## src/rtl/motor_sched_pkg.sv

```systemverilog
// rtl/motor_sched_pkg.sv - shared state, stage and rate codes for the motor loop scheduler
package motor_sched_pkg;

  typedef enum logic [1:0] {
    ST_IDLE   = 2'd0,
    ST_SAMPLE = 2'd1,
    ST_CALC   = 2'd2,
    ST_OUTPUT = 2'd3
  } state_e;

  localparam logic [1:0] STAGE_NONE   = 2'd0;
  localparam logic [1:0] STAGE_SAMPLE = 2'd1;
  localparam logic [1:0] STAGE_CALC   = 2'd2;
  localparam logic [1:0] STAGE_OUTPUT = 2'd3;

  localparam logic [3:0] RATE_128HZ  = 4'd0;
  localparam logic [3:0] RATE_256HZ  = 4'd1;
  localparam logic [3:0] RATE_512HZ  = 4'd2;
  localparam logic [3:0] RATE_1024HZ = 4'd3;

  function automatic logic [1:0] stage_of(state_e st);
    case (st)
      ST_SAMPLE: return STAGE_SAMPLE;
      ST_CALC:   return STAGE_CALC;
      ST_OUTPUT: return STAGE_OUTPUT;
      default:   return STAGE_NONE;
    endcase
  endfunction

endpackage

```

## src/rtl/motor_sched_timer.sv

```systemverilog
// rtl/motor_sched_timer.sv - per-state cycle counter; expired marks the last allowed cycle
module motor_sched_timer #(
  parameter int TIMEOUT_CYC = 1000
) (
  input  logic clk_i,
  input  logic rst_n_i,
  input  logic clr_i,
  output logic expired_o
);

  localparam int               CNT_W = $clog2(TIMEOUT_CYC);
  localparam logic [CNT_W-1:0] LAST  = CNT_W'(TIMEOUT_CYC - 1);

  logic [CNT_W-1:0] cnt_q, cnt_d;

  assign expired_o = (cnt_q == LAST);

  // Count stops at LAST so the flag stays up until the next state entry.
  always_comb begin
    cnt_d = cnt_q;
    if (clr_i) begin
      cnt_d = '0;
    end else if (!expired_o) begin
      cnt_d = cnt_q + CNT_W'(1);
    end
  end

  always_ff @(posedge clk_i or negedge rst_n_i) begin
    if (!rst_n_i) begin
      cnt_q <= '0;
    end else begin
      cnt_q <= cnt_d;
    end
  end

endmodule

```

## src/rtl/motor_loop_scheduler.sv

```systemverilog
// rtl/motor_loop_scheduler.sv - sequences ADC sample, PID compute and DAC write per trigger edge
module motor_loop_scheduler
  import motor_sched_pkg::*;
#(
  parameter int TIMEOUT_CYC = 1000,
  parameter int OVR_W       = 16,
  parameter int LAT_W       = 16
) (
  input  logic             clk_i,
  input  logic             rst_n_i,
  input  logic             loop_en_i,
  input  logic [3:0]       freq_sel_i,
  input  logic             err_clr_i,
  input  logic             trig_i,
  output logic             gen_hold_o,
  output logic [3:0]       gen_freq_o,
  output logic             adc_req_o,
  input  logic             adc_ack_i,
  output logic             pid_start_o,
  input  logic             pid_done_i,
  output logic             dac_valid_o,
  input  logic             dac_ready_i,
  output logic             cycle_done_o,
  output logic             busy_o,
  output logic             err_to_o,
  output logic [1:0]       err_stage_o,
  output logic [OVR_W-1:0] overrun_cnt_o,
  output logic [LAT_W-1:0] cycle_lat_o
);

  state_e             state_q, state_d;
  logic               trig_dly_q, trig_dly_d;
  logic               gen_hold_q, gen_hold_d;
  logic [3:0]         gen_freq_q, gen_freq_d;
  logic               pid_start_q, pid_start_d;
  logic               cycle_done_q, cycle_done_d;
  logic               err_to_q, err_to_d;
  logic [1:0]         err_stage_q, err_stage_d;
  logic [OVR_W-1:0]   ovr_q, ovr_d;
  logic [LAT_W-1:0]   lat_q, lat_d;
  logic [LAT_W-1:0]   cycle_lat_q, cycle_lat_d;
  logic [LAT_W-1:0]   lat_inc;
  logic               trig_edge, accept, overrun, dac_hs, expired, timeout;

  assign trig_edge = trig_i & ~trig_dly_q;
  assign accept    = (state_q == ST_IDLE) && trig_edge && loop_en_i;
  assign overrun   = (state_q != ST_IDLE) && trig_edge;
  assign dac_hs    = (state_q == ST_OUTPUT) && dac_ready_i;
  assign lat_inc   = (lat_q == '1) ? lat_q : lat_q + LAT_W'(1);

  motor_sched_timer #(.TIMEOUT_CYC(TIMEOUT_CYC)) u_timer (
    .clk_i     (clk_i),
    .rst_n_i   (rst_n_i),
    .clr_i     (state_d != state_q),
    .expired_o (expired)
  );

  always_ff @(posedge clk_i or negedge rst_n_i) begin
    if (!rst_n_i) begin
      state_q <= ST_IDLE;
    end else begin
      state_q <= state_d;
    end
  end

  // Handshakes are tested before expiry so the last allowed cycle still succeeds.
  always_comb begin
    state_d = state_q;
    timeout = 1'b0;
    case (state_q)
      ST_IDLE:   if (accept) state_d = ST_SAMPLE;
      ST_SAMPLE: if (adc_ack_i) state_d = ST_CALC;
                 else if (expired) begin state_d = ST_IDLE; timeout = 1'b1; end
      ST_CALC:   if (pid_done_i) state_d = ST_OUTPUT;
                 else if (expired) begin state_d = ST_IDLE; timeout = 1'b1; end
      ST_OUTPUT: if (dac_ready_i) state_d = ST_IDLE;
                 else if (expired) begin state_d = ST_IDLE; timeout = 1'b1; end
      default:   state_d = ST_IDLE;
    endcase
  end

  always_comb begin
    adc_req_o   = (state_q == ST_SAMPLE);
    dac_valid_o = (state_q == ST_OUTPUT);
    busy_o      = (state_q != ST_IDLE);
  end

  always_comb begin
    trig_dly_d   = trig_i;
    gen_hold_d   = ~loop_en_i;
    gen_freq_d   = loop_en_i ? gen_freq_q : freq_sel_i;
    pid_start_d  = (state_d == ST_CALC) && (state_q != ST_CALC);
    cycle_done_d = dac_hs;
    cycle_lat_d  = dac_hs ? lat_inc : cycle_lat_q;
    lat_d        = accept ? '0 : (busy_o ? lat_inc : lat_q);
    err_to_d     = err_to_q;
    err_stage_d  = err_stage_q;
    ovr_d        = ovr_q;
    if (err_clr_i) begin
      err_to_d    = 1'b0;
      err_stage_d = STAGE_NONE;
      ovr_d       = '0;
    end
    // Events land after the clear so a coincident timeout or overrun survives it.
    if (timeout) begin
      if (!err_to_d) err_stage_d = stage_of(state_q);
      err_to_d = 1'b1;
    end
    if (overrun && (ovr_d != '1)) begin
      ovr_d = ovr_d + OVR_W'(1);
    end
  end

  always_ff @(posedge clk_i or negedge rst_n_i) begin
    if (!rst_n_i) begin
      trig_dly_q   <= 1'b1;
      gen_hold_q   <= 1'b1;
      gen_freq_q   <= '0;
      pid_start_q  <= 1'b0;
      cycle_done_q <= 1'b0;
      cycle_lat_q  <= '0;
      lat_q        <= '0;
      err_to_q     <= 1'b0;
      err_stage_q  <= STAGE_NONE;
      ovr_q        <= '0;
    end else begin
      trig_dly_q   <= trig_dly_d;
      gen_hold_q   <= gen_hold_d;
      gen_freq_q   <= gen_freq_d;
      pid_start_q  <= pid_start_d;
      cycle_done_q <= cycle_done_d;
      cycle_lat_q  <= cycle_lat_d;
      lat_q        <= lat_d;
      err_to_q     <= err_to_d;
      err_stage_q  <= err_stage_d;
      ovr_q        <= ovr_d;
    end
  end

  assign gen_hold_o    = gen_hold_q;
  assign gen_freq_o    = gen_freq_q;
  assign pid_start_o   = pid_start_q;
  assign cycle_done_o  = cycle_done_q;
  assign cycle_lat_o   = cycle_lat_q;
  assign err_to_o      = err_to_q;
  assign err_stage_o   = err_stage_q;
  assign overrun_cnt_o = ovr_q;

endmodule

```

## config.mk

```make
export PLATFORM = sky130hd
export DESIGN_NAME = motor_loop_scheduler
export DESIGN_NICKNAME = d
export VERILOG_FILES = /design/src/rtl/motor_sched_pkg.sv /design/src/rtl/motor_sched_timer.sv /design/src/rtl/motor_loop_scheduler.sv
export SDC_FILE = /design/constraint.sdc
export NUM_CORES = 1
export LEC_CHECK = 0
export ABC_AREA = 1
export BUFFER_PORTS_ARGS = -buffer_cell sky130_fd_sc_hd__buf_2
export CORE_UTILIZATION = 55
export DETAILED_ROUTE_END_ITERATION = 10
export PLACE_DENSITY = 0.86
export RECOVER_POWER = 25
export REMOVE_ABC_BUFFERS = 1
export SETUP_SLACK_MARGIN = 0.2
export SKIP_LAST_GASP = 1
export SYNTH_ARGS = -nofsm -noshare
export SYNTH_HDL_FRONTEND = slang
export SYNTH_SLANG_ARGS = --single-unit
```

## constraint.sdc

```tcl
create_clock -name clk_i -period 3.9 [get_ports clk_i]
set_input_delay 0.195 -clock clk_i [delete_from_list [all_inputs] [get_ports clk_i]]
set_output_delay 0.195 -clock clk_i [all_outputs]
set_load 0.005 [all_outputs]
```

==> flow_summary.ini <==
[power_and_ir_drop]
power.density_nw_per_um2 = 534
vdd_drop_max_mv = 0.271
p_leak_nw = 2.47

[critical_path]
path_cells = clkbuf_1 -> buf_4
worstSetupStartpointType = input pin
critPathArrivalTime_ps = 2530
slowest_stage = clkbuf_1
critPathTopFamily = buffers and inverters
cp.required_ps = 4370
critPathKind = in -> async
critPathMaxFanout = 47
critical_path.max_stage_delay_ps = 1730
crit_buf_inv = 2
crit_path_end_kind = asynchronous set/reset pin

[die]
die_h_um = 85.8
pin_count = 57
die_x_um = 85.8
core_area_um2 = 6790
die_area_um2 = 7360
rows = 30
start_util_pct = 56.9

[synth]
synth_warnings = 0
avgSynthCellArea_um2 = 7.39
ys_seq_elements = 71
ys_types = 32
yosysTopAreaCell = dfrtp_1
yosysSeqAreaShare_pct = 46.1
synth.top_cell.area_share_pct = 44.7
syn_inst = 523
syn_area_um2 = 3860
synthArstFlopShare_pct = 100
ys.flop_type = dfrtp_1
ys_top_cells_by_area = dfrtp_1, nand2_1, inv_1
synth_edf_count = 0

[min_path]
hold_path_class = in -> reg

[drt]
wl_per_cell_um = 12.6
wl_um = 8590
drc = 0
drt_iter0_drc = 222
num_vias = 3481
dr.pass1.iters = 5
viasPerCell = 5.09
ant_nets = 0

[sta]
report.final.slew_viol_count = 48
fin_crit_ps = 2070
rsz0062_at_grt = false
finalCritPeriodShare_pct = 53.0
hold_viol = 0
finClkSkew_ps = 9.44
tightest_slew_ps = 2490
finalSetupViolCount = 0
fin_tns_setup_ps = 0
fmax_mhz = 483
relSlewSlack_pct = -65.9

[clock_network]
cts_setup_buffers = 0
cts-root-buf = clkbuf_8
clkSlewWorstSetupHoldPaths_ps = 70
clk_latency_ps = 350
cts_tree = built
cts_resized = 0
cts_buffers = 9
htreeDepth = 3
clock_path_buffers = 2
cts.sinks = 71

[layout]
instances_no_fill = 684
final_util_pct = 64.8
fin_nets = 599
antenna_cells = 0
area_delta_synth_final_pct = 13.9
multi_input_area_um2 = 1770
regArea_um2 = 1780
design_area_um2 = 4400
drive_above_1_share_pct = 14.8
fill_cells = 568

[run]
maxCapViolations = 1

[outcome]
violations = capacitance limit, slew limit
status = finished with violations

[placed_design]
port_buffers = 56
dpl.cell_count = 668
dpl-instance-area_um2 = 4210
gp_congestion = 0.873
hpwl_um = 6120

[global_routing]
globalRouteTotalUtil_pct = 25.5
gr-usage-met1_pct = 33.5
grtUsageMet3_pct = 5.10
grt_pass1_vias = 3282
grt_start_max_net_pins = 48
met2_usage_pct = 40.9
grt_busiest_layer = met2
antenna_found_initial = 0
grt_pass1_wl_um = 14700
grt_overflow_total = 0
## cell families (layout without fill, tap and decap cells)
logic type | count (synthesis) | after routing | synth area share (%)
compound gates | 19 | 19 | 2.79
xor+xnor | 27 | 27 | 6.12
fa+ha+maj | 3 | 3 | 0.972
buf+inv | 74 | 139 | 8.07
flops | 71 | 71 | 46.1
simple gates | 329 | 329 | 36.0
## through the flow
step	setup slack (ps)	hold WS (ps)	power [W]
final	1830	29.6	0.00235
after global routing	1300	34.9	0.00252
after CTS	1890	21.9	0.00236
after global placement	1910	320	0.00174
after floorplan	2250	-101	0.00150
after detailed placement	1860	329	0.00179
## registers in the layout, summed over array words and instances (netlist names), 2 cells and up
signal and count:
lat_q 16, state_q 2, overrun_cnt_o 16, gen_freq_o 4
cycle_lat_o 16, u_timer.cnt_q 10, err_stage_o 2
## area by class of cell
cell class / count / share of cell area (%)
well taps: 96 / 2.73
flip-flops and latches: 71 / 40.4
repair buffers: 58 / 6.68
inverters: 66 / 5.80
clock inverters: 4 / 1.08
clock buffers: 11 / 2.99
multi-input cells: 378 / 40.3
## per-layer routing
layer | routed length (um) | up-vias
li1 | - | 1724
met1 | 3810 | 1598
met2 | 4010 | 133
met3 | 528 | 26
met4 | 240 | 0
met5 | 0 | -
## final timing paths
check	from	endpoint	slack [ps]	cells past startpoint
max in group clk_i	state_q[1]	cycle_lat_o[6]	1890	5
worst min register to register	cycle_lat_o[9]	cycle_lat_o[9]	470	2
worst max-delay path	rst_n_i	gen_hold_o	1830	2
worst max register to register	state_q[1]	cycle_lat_o[6]	1890	5
min in group asynchronous	rst_n_i	overrun_cnt_o[2]	600	1
worst min-delay path	freq_sel_i[0]	gen_freq_o[0]	30	3
## timing repair
item                                   CTS  global route
setup endpoints to repair                0             0
endpoints found under the hold margin    1             0
hold buffers                             1             0
## Yosys cell counts (4+ instances only)
master,count
nor3_1,5
nor2_1,51
dfrtp_1,69
nand2_1,217
nor2_2,4
xnor2_1,9
inv_1,62
o21ai_0,15
nand3_1,31
xor2_1,18
nand4_1,6
## worst min-delay path, stage by stage
cell     delay, ps
buf_2           70
nand2_1         40
nand2_1         40
## layout by cell type (no fill, tap or decap)
| cell type | instances |
|---|---|
| nand4_2 | 1 |
| nand2_2 | 3 |
| nor3b_1 | 1 |
| inv_2 | 1 |
| clkbuf_1 | 5 |
| buf_4 | 1 |
| o21bai_1 | 1 |
| nand3_4 | 1 |
| and2_1 | 1 |
| nand3_2 | 2 |
| ha_1 | 3 |
| buf_2 | 53 |
| o211ai_1 | 1 |
| o21ai_0 | 15 |
| dfstp_2 | 2 |
| dfrtp_1 | 69 |
| nand2_1 | 217 |
| xor2_1 | 18 |
| inv_4 | 1 |
| xnor2_1 | 9 |
| clkinv_1 | 1 |
| bufinv_16 | 1 |
| inv_6 | 1 |
| nand4_1 | 6 |
| nand3b_1 | 2 |
| nand3_1 | 31 |
| nor3_1 | 5 |
| nor2_4 | 3 |
| clkbuf_8 | 9 |
| nor2_1 | 51 |
| dlygate4sd3_1 | 1 |
| nor3_2 | 1 |
| nor2_2 | 4 |
| inv_1 | 62 |
| a22o_1 | 2 |
| clkinvlp_4 | 1 |
| clkinv_2 | 2 |
## power breakdown
part / internal, W / total [W] / switching [W]
clock: 0.000290 / 0.000563 / 0.000273
combinational: 0.000250 / 0.000719 / 0.000470
sequential: 0.000915 / 0.00107 / 0.000151
Note: power is estimated with default switching activity, not from simulation.
